### src/rtl/mips_ctrl_pkg.sv
// Shared encodings for the multi-cycle MIPS control FSM: opcodes, ALUOp codes,
// mux-select encodings and the state enum.
package mips_ctrl_pkg;

    localparam logic [5:0] OP_RTYPE = 6'h00;
    localparam logic [5:0] OP_J     = 6'h02;
    localparam logic [5:0] OP_JAL   = 6'h03;
    localparam logic [5:0] OP_BEQ   = 6'h04;
    localparam logic [5:0] OP_BNE   = 6'h05;
    localparam logic [5:0] OP_ADDI  = 6'h08;
    localparam logic [5:0] OP_ANDI  = 6'h0C;
    localparam logic [5:0] OP_ORI   = 6'h0D;
    localparam logic [5:0] OP_LUI   = 6'h0F;
    localparam logic [5:0] OP_LW    = 6'h23;
    localparam logic [5:0] OP_SW    = 6'h2B;

    localparam logic [2:0] ALU_R    = 3'b111;
    localparam logic [2:0] ALU_ADD  = 3'b100;
    localparam logic [2:0] ALU_OR   = 3'b101;
    localparam logic [2:0] ALU_AND  = 3'b000;
    localparam logic [2:0] ALU_SUB  = 3'b001;
    localparam logic [2:0] ALU_LUI  = 3'b010;
    localparam logic [2:0] ALU_ADDR = 3'b110;

    localparam logic [1:0] SRCB_RT    = 2'b00;
    localparam logic [1:0] SRCB_FOUR  = 2'b01;
    localparam logic [1:0] SRCB_IMM   = 2'b10;
    localparam logic [1:0] SRCB_IMMSH = 2'b11;

    localparam logic [1:0] PCS_ALU    = 2'b00;
    localparam logic [1:0] PCS_ALUOUT = 2'b01;
    localparam logic [1:0] PCS_JUMP   = 2'b10;

    typedef enum logic [3:0] {
        S_FETCH, S_DECODE, S_EXEC_R, S_EXEC_I, S_WB_R, S_WB_I, S_ADDR,
        S_MEM_RD, S_MEM_WR, S_WB_MEM, S_BRANCH, S_JUMP, S_FAULT
    } state_e;

    // ALU operation used in the EXEC states, selected by the latched opcode.
    function automatic logic [2:0] exec_aluop(input logic [5:0] op);
        case (op)
            OP_RTYPE: exec_aluop = ALU_R;
            OP_ORI:   exec_aluop = ALU_OR;
            OP_ANDI:  exec_aluop = ALU_AND;
            OP_LUI:   exec_aluop = ALU_LUI;
            default:  exec_aluop = ALU_ADD;
        endcase
    endfunction

endpackage

### src/rtl/mem_wait_timer.sv
// Counts cycles a memory access waits for ready; flags expiry on the cycle
// that would make the wait reach MEM_TIMEOUT. Ready in that cycle suppresses it.
module mem_wait_timer #(
    parameter int MEM_TIMEOUT = 15
) (
    input  logic clk,
    input  logic rst_n,
    input  logic i_clear,
    input  logic i_tick,
    input  logic i_ready,
    output logic o_expired
);
    localparam int CW = $clog2(MEM_TIMEOUT + 1);

    logic [CW-1:0] r_count;

    always_ff @(posedge clk or negedge rst_n) begin
        if (!rst_n)
            r_count <= '0;
        else if (i_clear)
            r_count <= '0;
        else if (i_tick && !i_ready && r_count != CW'(MEM_TIMEOUT))
            r_count <= r_count + CW'(1);
    end

    assign o_expired = i_tick && !i_ready && (r_count == CW'(MEM_TIMEOUT - 1));

endmodule

### src/rtl/multicycle_control.sv
// Multi-cycle MIPS control FSM with MemReady handshake, access timeout and sticky fault.
// Optional perf counters are built when MULTICYCLE_CTRL_PERF_EN is defined.
module multicycle_control
    import mips_ctrl_pkg::*;
#(
    parameter int OP_W        = 6,
    parameter int ALUOP_W     = 3,
    parameter int MEM_TIMEOUT = 15
) (
    input  logic               clk,
    input  logic               reset,
    input  logic [OP_W-1:0]    OP,
    input  logic               Zero,
    input  logic               MemReady,
    output logic               PCWrite,
    output logic               IorD,
    output logic               MemRead,
    output logic               MemWrite,
    output logic               IRWrite,
    output logic               RegDst,
    output logic               MemtoReg,
    output logic               RegWrite,
    output logic               ALUSrcA,
    output logic [1:0]         ALUSrcB,
    output logic [ALUOP_W-1:0] ALUOp,
    output logic [1:0]         PCSource,
    output logic               Jal,
    output logic               InstrDone,
    output logic               Fault,
    output logic [31:0]        CycleCnt,
    output logic [31:0]        RetireCnt
);
    state_e          r_state, w_next;
    logic [OP_W-1:0] r_op;
    logic            w_wait, w_expired;

    assign w_wait = (r_state == S_FETCH) || (r_state == S_MEM_RD) || (r_state == S_MEM_WR);

    mem_wait_timer #(.MEM_TIMEOUT(MEM_TIMEOUT)) u_timer (
        .clk       (clk),
        .rst_n     (reset),
        .i_clear   (!w_wait || MemReady),
        .i_tick    (w_wait),
        .i_ready   (MemReady),
        .o_expired (w_expired)
    );

    always_ff @(posedge clk or negedge reset) begin
        if (!reset) begin
            r_state <= S_FETCH;
            r_op    <= '0;
        end else begin
            r_state <= w_next;
            if (r_state == S_DECODE)
                r_op <= OP;
        end
    end

    always_comb begin
        w_next = r_state;
        case (r_state)
            S_FETCH:  if (MemReady) w_next = S_DECODE; else if (w_expired) w_next = S_FAULT;
            S_DECODE: begin
                case (OP)
                    OP_RTYPE:                         w_next = S_EXEC_R;
                    OP_ADDI, OP_ORI, OP_ANDI, OP_LUI: w_next = S_EXEC_I;
                    OP_LW, OP_SW:                     w_next = S_ADDR;
                    OP_BEQ, OP_BNE:                   w_next = S_BRANCH;
                    OP_J, OP_JAL:                     w_next = S_JUMP;
                    default:                          w_next = S_FAULT;
                endcase
            end
            S_EXEC_R: w_next = S_WB_R;
            S_EXEC_I: w_next = S_WB_I;
            S_ADDR:   w_next = (r_op == OP_LW) ? S_MEM_RD : S_MEM_WR;
            S_MEM_RD: if (MemReady) w_next = S_WB_MEM; else if (w_expired) w_next = S_FAULT;
            S_MEM_WR: if (MemReady) w_next = S_FETCH;  else if (w_expired) w_next = S_FAULT;
            S_WB_R, S_WB_I, S_WB_MEM, S_BRANCH, S_JUMP: w_next = S_FETCH;
            default:  w_next = S_FAULT;
        endcase
    end

    always_comb begin
        PCWrite   = 1'b0;
        IorD      = 1'b0;
        MemRead   = 1'b0;
        MemWrite  = 1'b0;
        IRWrite   = 1'b0;
        RegDst    = 1'b0;
        MemtoReg  = 1'b0;
        RegWrite  = 1'b0;
        ALUSrcA   = 1'b0;
        ALUSrcB   = SRCB_RT;
        ALUOp     = '0;
        PCSource  = PCS_ALU;
        Jal       = 1'b0;
        InstrDone = 1'b0;
        Fault     = 1'b0;
        // While reset is held only the fetch read request is visible, so the
        // Mealy terms cannot leak a stray IR/PC load during reset.
        if (!reset) begin
            MemRead = 1'b1;
        end else begin
            case (r_state)
                S_FETCH: begin
                    MemRead = 1'b1;
                    ALUSrcB = SRCB_FOUR;
                    ALUOp   = ALUOP_W'(ALU_ADD);
                    IRWrite = MemReady;
                    PCWrite = MemReady;
                end
                S_DECODE: begin
                    ALUSrcB = SRCB_IMMSH;
                    ALUOp   = ALUOP_W'(ALU_ADD);
                end
                S_EXEC_R, S_EXEC_I: begin
                    ALUSrcA = 1'b1;
                    ALUSrcB = (r_state == S_EXEC_R) ? SRCB_RT : SRCB_IMM;
                    ALUOp   = ALUOP_W'(exec_aluop(r_op));
                end
                S_ADDR: begin
                    ALUSrcA = 1'b1;
                    ALUSrcB = SRCB_IMM;
                    ALUOp   = ALUOP_W'(ALU_ADDR);
                end
                S_MEM_RD: begin
                    MemRead = 1'b1;
                    IorD    = 1'b1;
                end
                S_MEM_WR: begin
                    MemWrite  = 1'b1;
                    IorD      = 1'b1;
                    InstrDone = MemReady;
                end
                S_WB_R: begin
                    RegDst    = 1'b1;
                    RegWrite  = 1'b1;
                    InstrDone = 1'b1;
                end
                S_WB_I: begin
                    RegWrite  = 1'b1;
                    InstrDone = 1'b1;
                end
                S_WB_MEM: begin
                    MemtoReg  = 1'b1;
                    RegWrite  = 1'b1;
                    InstrDone = 1'b1;
                end
                S_BRANCH: begin
                    ALUSrcA   = 1'b1;
                    ALUOp     = ALUOP_W'(ALU_SUB);
                    PCSource  = PCS_ALUOUT;
                    PCWrite   = (r_op == OP_BEQ) ? Zero : !Zero;
                    InstrDone = 1'b1;
                end
                S_JUMP: begin
                    PCSource  = PCS_JUMP;
                    PCWrite   = 1'b1;
                    Jal       = (r_op == OP_JAL);
                    RegWrite  = (r_op == OP_JAL);
                    InstrDone = 1'b1;
                end
                default: Fault = 1'b1;
            endcase
        end
    end

`ifdef MULTICYCLE_CTRL_PERF_EN
    logic [31:0] r_cycle_cnt, r_retire_cnt;

    always_ff @(posedge clk or negedge reset) begin
        if (!reset) begin
            r_cycle_cnt  <= '0;
            r_retire_cnt <= '0;
        end else begin
            if (r_state != S_FAULT)
                r_cycle_cnt <= r_cycle_cnt + 32'd1;
            if (InstrDone)
                r_retire_cnt <= r_retire_cnt + 32'd1;
        end
    end

    assign CycleCnt  = r_cycle_cnt;
    assign RetireCnt = r_retire_cnt;
`else
    assign CycleCnt  = 32'd0;
    assign RetireCnt = 32'd0;
`endif

endmodule

### config.mk
export PLATFORM = sky130hd
export DESIGN_NAME = multicycle_control
export DESIGN_NICKNAME = d
export VERILOG_FILES = /design/src/rtl/mips_ctrl_pkg.sv /design/src/rtl/mem_wait_timer.sv /design/src/rtl/multicycle_control.sv
export SDC_FILE = /design/constraint.sdc
export NUM_CORES = 1
export LEC_CHECK = 0
export ABC_AREA = 1
export ABC_CLOCK_PERIOD_IN_PS = 3700
export BUFFER_PORTS_ARGS = -buffer_cell sky130_fd_sc_hd__buf_2
export CAP_MARGIN = 5
export CORE_MARGIN = 5
export CORE_UTILIZATION = 50
export CTS_BUF_LIST = sky130_fd_sc_hd__clkbuf_8
export DETAILED_ROUTE_END_ITERATION = 8
export GPL_TIMING_DRIVEN = 0
export PLACE_DENSITY = 0.95
export SYNTH_ARGS = -nofsm -noshare
export SYNTH_HDL_FRONTEND = slang
export SYNTH_SLANG_ARGS = --single-unit
### constraint.sdc
create_clock -name clk -period 3.7 [get_ports clk]
set_clock_uncertainty 0.2 [all_clocks]
set_input_delay 0.74 -clock clk [delete_from_list [all_inputs] [get_ports clk]]
set_output_delay 0.74 -clock clk [all_outputs]
set_load 0.02 [all_outputs]
==> results_tabular.tex <==
\begin{tabular}{lr}
\hline
Metric & Value \\
\hline
\multicolumn{2}{l}{\textbf{Layout}} \\
Proportion of layout cells with a drive suffix above 1 & 32.2\% \\
Final antenna diode count & 0 \\
Most used cells in the layout excluding fill and tap cells & 65 x buf\_4, 64 x conb\_1, 59 x nand2\_1 \\
Area Overhead vs Synth & 29.2\% \\
Leading cell type in the layout, fill and taps excluded & buf\_4 \\
Area of all placed cells without fillers & 2170 um\^{}2 \\
Net count, final & 370 \\
\multicolumn{2}{l}{\textbf{Pwr}} \\
Maximum vdd drop & 0.000318 V \\
Static Leak & 1.36 nW \\
Power density over the cells & 450 nW/um\^{}2 \\
Final total power & 0.976 mW \\
\multicolumn{2}{l}{\textbf{Setup path}} \\
Class of the most critical setup path & input port to output port \\
Worst path most repeated cell & buf\_2 \\
Critical-path cell with the highest stage delay & buf\_2 \\
Startpoint Class & input port \\
Crit end category & output port \\
Highest fanout seen on the critical path & 19 \\
Worst Path Required & 2760 ps \\
Worst path arrival time & 1930 ps \\
CP peak stage delay & 340 ps \\
Worst reg-to-reg setup slack & 2110 ps \\
Worst-path cell chain & buf\_2 -> inv\_1 -> clkbuf\_1 -> a21oi\_1 -> buf\_2 \\
\multicolumn{2}{l}{\textbf{Routing}} \\
Number of nets still failing antenna checks after routing & 0 \\
Via count of the routed design & 1655 \\
Post-DR vias/cell & 4.11 \\
Initial drt markers & 146 \\
Final wirelength & 3.63 mm \\
Routed wire per std cell & 9.01 um \\
DRT Pass-1 Iters & 4 \\
DRC violation count after routing & 0 \\
\multicolumn{2}{l}{\textbf{Min path}} \\
Class of the most critical hold timing path & input port to async pin \\
\multicolumn{2}{l}{\textbf{Timing}} \\
Max-slew violation total from the final report & 0 \\
Setup total negative slack & 0 ps \\
Final worst-path cycle share & 77.5\% \\
Final hold violation count & 0 \\
Final worst-path setup slack & 831 ps \\
Final-report setup violation count & 0 \\
Crit path time final & 2870 ps \\
RSZ-0062 raised after global routing & false \\
Max frequency & 0.349 GHz \\
\multicolumn{2}{l}{\textbf{GRT}} \\
Number of antenna violations at the first check in global routing & 0 \\
Congestion Overflow GR & 0 \\
Overall Global Routing Usage & 15.7\% \\
Largest net degree at the start of global routing & 20 \\
Global-route wire length before repair & 5.69 mm \\
Vias in the first global route & 1386 \\
\multicolumn{2}{l}{\textbf{Logic synthesis}} \\
Number of instances in the synthesized netlist & 262 \\
Post-synth top area cell & buf\_4 \\
Synthesized area per cell & 6.40 um\^{}2 \\
Flop and latch count out of synthesis & 14 \\
Mapped Area & 1680 um\^{}2 \\
Number of distinct standard cells referenced by the synthesized netlist & 30 \\
Warnings from Yosys & 0 \\
Share of the synthesized area in the top cell type & 29.1\% \\
Sequential cell area fraction in the yosys report & 20.9\% \\
Leading post-synthesis cells by cell area & buf\_4 29\%, dfrtp\_1 21\%, nand2\_1 13\% \\
\multicolumn{2}{l}{\textbf{Placed design}} \\
Worst setup timing slack at the placement stage & 828 ps \\
Area of placed instances & 2110 um\^{}2 \\
Half-perimeter wire length after detailed placement & 3.09 mm \\
Count of input and output buffers & 28 \\
Gp weighted congestion & 0.877 \\
\multicolumn{2}{l}{\textbf{Clocking}} \\
Number of buffers added by the clock tree synthesis step & 3 \\
Gates resized, CTS repair & 0 \\
Worst-path clk slew & 60 ps \\
CTS Hold Buffers Added & 0 \\
CTS root buffer & clkbuf\_8 \\
Clock tree from TritonCTS & built \\
Clk Latency, worst-skew pair & 240 ps \\
Post-CTS setup repair buffer count & 0 \\
Number of clock sinks seen by CTS & 14 \\
Number of levels the H-tree was split into & 1 \\
Maximum number of buffers from clock root to sink & 2 \\
\multicolumn{2}{l}{\textbf{Die}} \\
Horizontal extent of the die & 67.9 um \\
IO Count & 93 \\
Core outline area & 3280 um\^{}2 \\
Initial core utilization & 51.1\% \\
Y dimension of the die & 67.9 um \\
Number of placement rows & 21 \\
Die Footprint & 4610 um\^{}2 \\
\multicolumn{2}{l}{\textbf{Status}} \\
Outcome & finished, final reports clean \\
\multicolumn{2}{l}{\textbf{Job}} \\
Number of maximum-capacitance constraint violations & 0 \\
\hline
\end{tabular}
cells in the mapped netlist (all sizes together):
cell	n
nand3	16
nand4	2
inv	28
a31oi	1
a32oi	1
xor2	1
o22ai	1
xnor2	1
nor2b	1
buf	66
o31ai	2
o21ai	10
dfrtp	14
a21oi	8
nand3b	1
nor2	38
clkbuf	1
nand2	62
ha	2
o21bai	1
conb	1
nor3	4
worst max-delay path, delay by kind of cell:
family | cells | cell delay [ps]
AOI/OAI and AO/OA | 1 | 170
buffers and inverters | 4 | 1010
sequential cells by signal, summed over array words and instances, names as in the netlist:
name	cells
u_timer.r_count	4
r_state	4
r_op	6
metrics by stage:
| step | utilization, % | hold WS, ps | std cells |
|---|---|---|---|
| 4_1_cts | 66.0 | 213 | 403 |
| 3_3_place_gp | 64.3 | 304 | 399 |
| 6_report | 66.0 | 212 | 403 |
| 3_5_place_dp | 64.3 | 309 | 399 |
| 5_1_grt | 66.0 | 231 | 403 |
| 2_1_floorplan | - | 244 | 325 |
power by group:
group          switching (mW)  internal [mW]
Clock                  0.0529         0.0942
Combinational           0.367          0.193
Sequential             0.0589          0.209
per-layer routing:
layer | vias up | global-route usage (%) | wire length, um
li1 | 876 | - | -
met1 | 704 | 18.7 | 1460
met2 | 70 | 28.0 | 1770
met3 | 5 | 3.45 | 360
met4 | 0 | 4.47 | 42
met5 | - | 0 | 0
cell type report:
| type | instances | area, um^2 |
|---|---|---|
| Fill cell | 296 | 1120 |
| Buffer | 67 | 503 |
| Inverter | 28 | 105 |
| Tap cell | 46 | 57.6 |
| Timing Repair Buffer | 28 | 140 |
| Sequential cell | 14 | 350 |
| Clock buffer | 4 | 55.1 |
| Multi-Input combinational cell | 216 | 956 |
cells by family (layout without fill, tap and decap cells):
| kind of cell | Yosys count | count (layout) | share of synthesized area, % |
|---|---|---|---|
| AO/OA/AOI/OAI | 24 | 24 | 8.43 |
| XOR/XNOR | 2 | 2 | 1.04 |
| adder cells (fa/ha/maj) | 2 | 2 | 1.49 |
| buffers and inverters | 95 | 127 | 36.2 |
| flip-flops | 14 | 14 | 20.9 |
| other | 1 | 64 | 0.223 |
| AND/OR/NAND/NOR | 124 | 124 | 31.7 |
final timing paths:
check | startpoint | end | cells after the start
max reg2reg | r_op[0] | r_state[3] | 7
max in group asynchronous | reset | u_timer.r_count[2] | 1
min | reset | r_op[0] | 1
min reg2reg | r_op[0] | r_op[0] | 2
min in group clk | r_op[0] | r_op[0] | 2
max | reset | ALUSrcB[1] | 5
No activity file was read; power rests on OpenSTA's default activity.
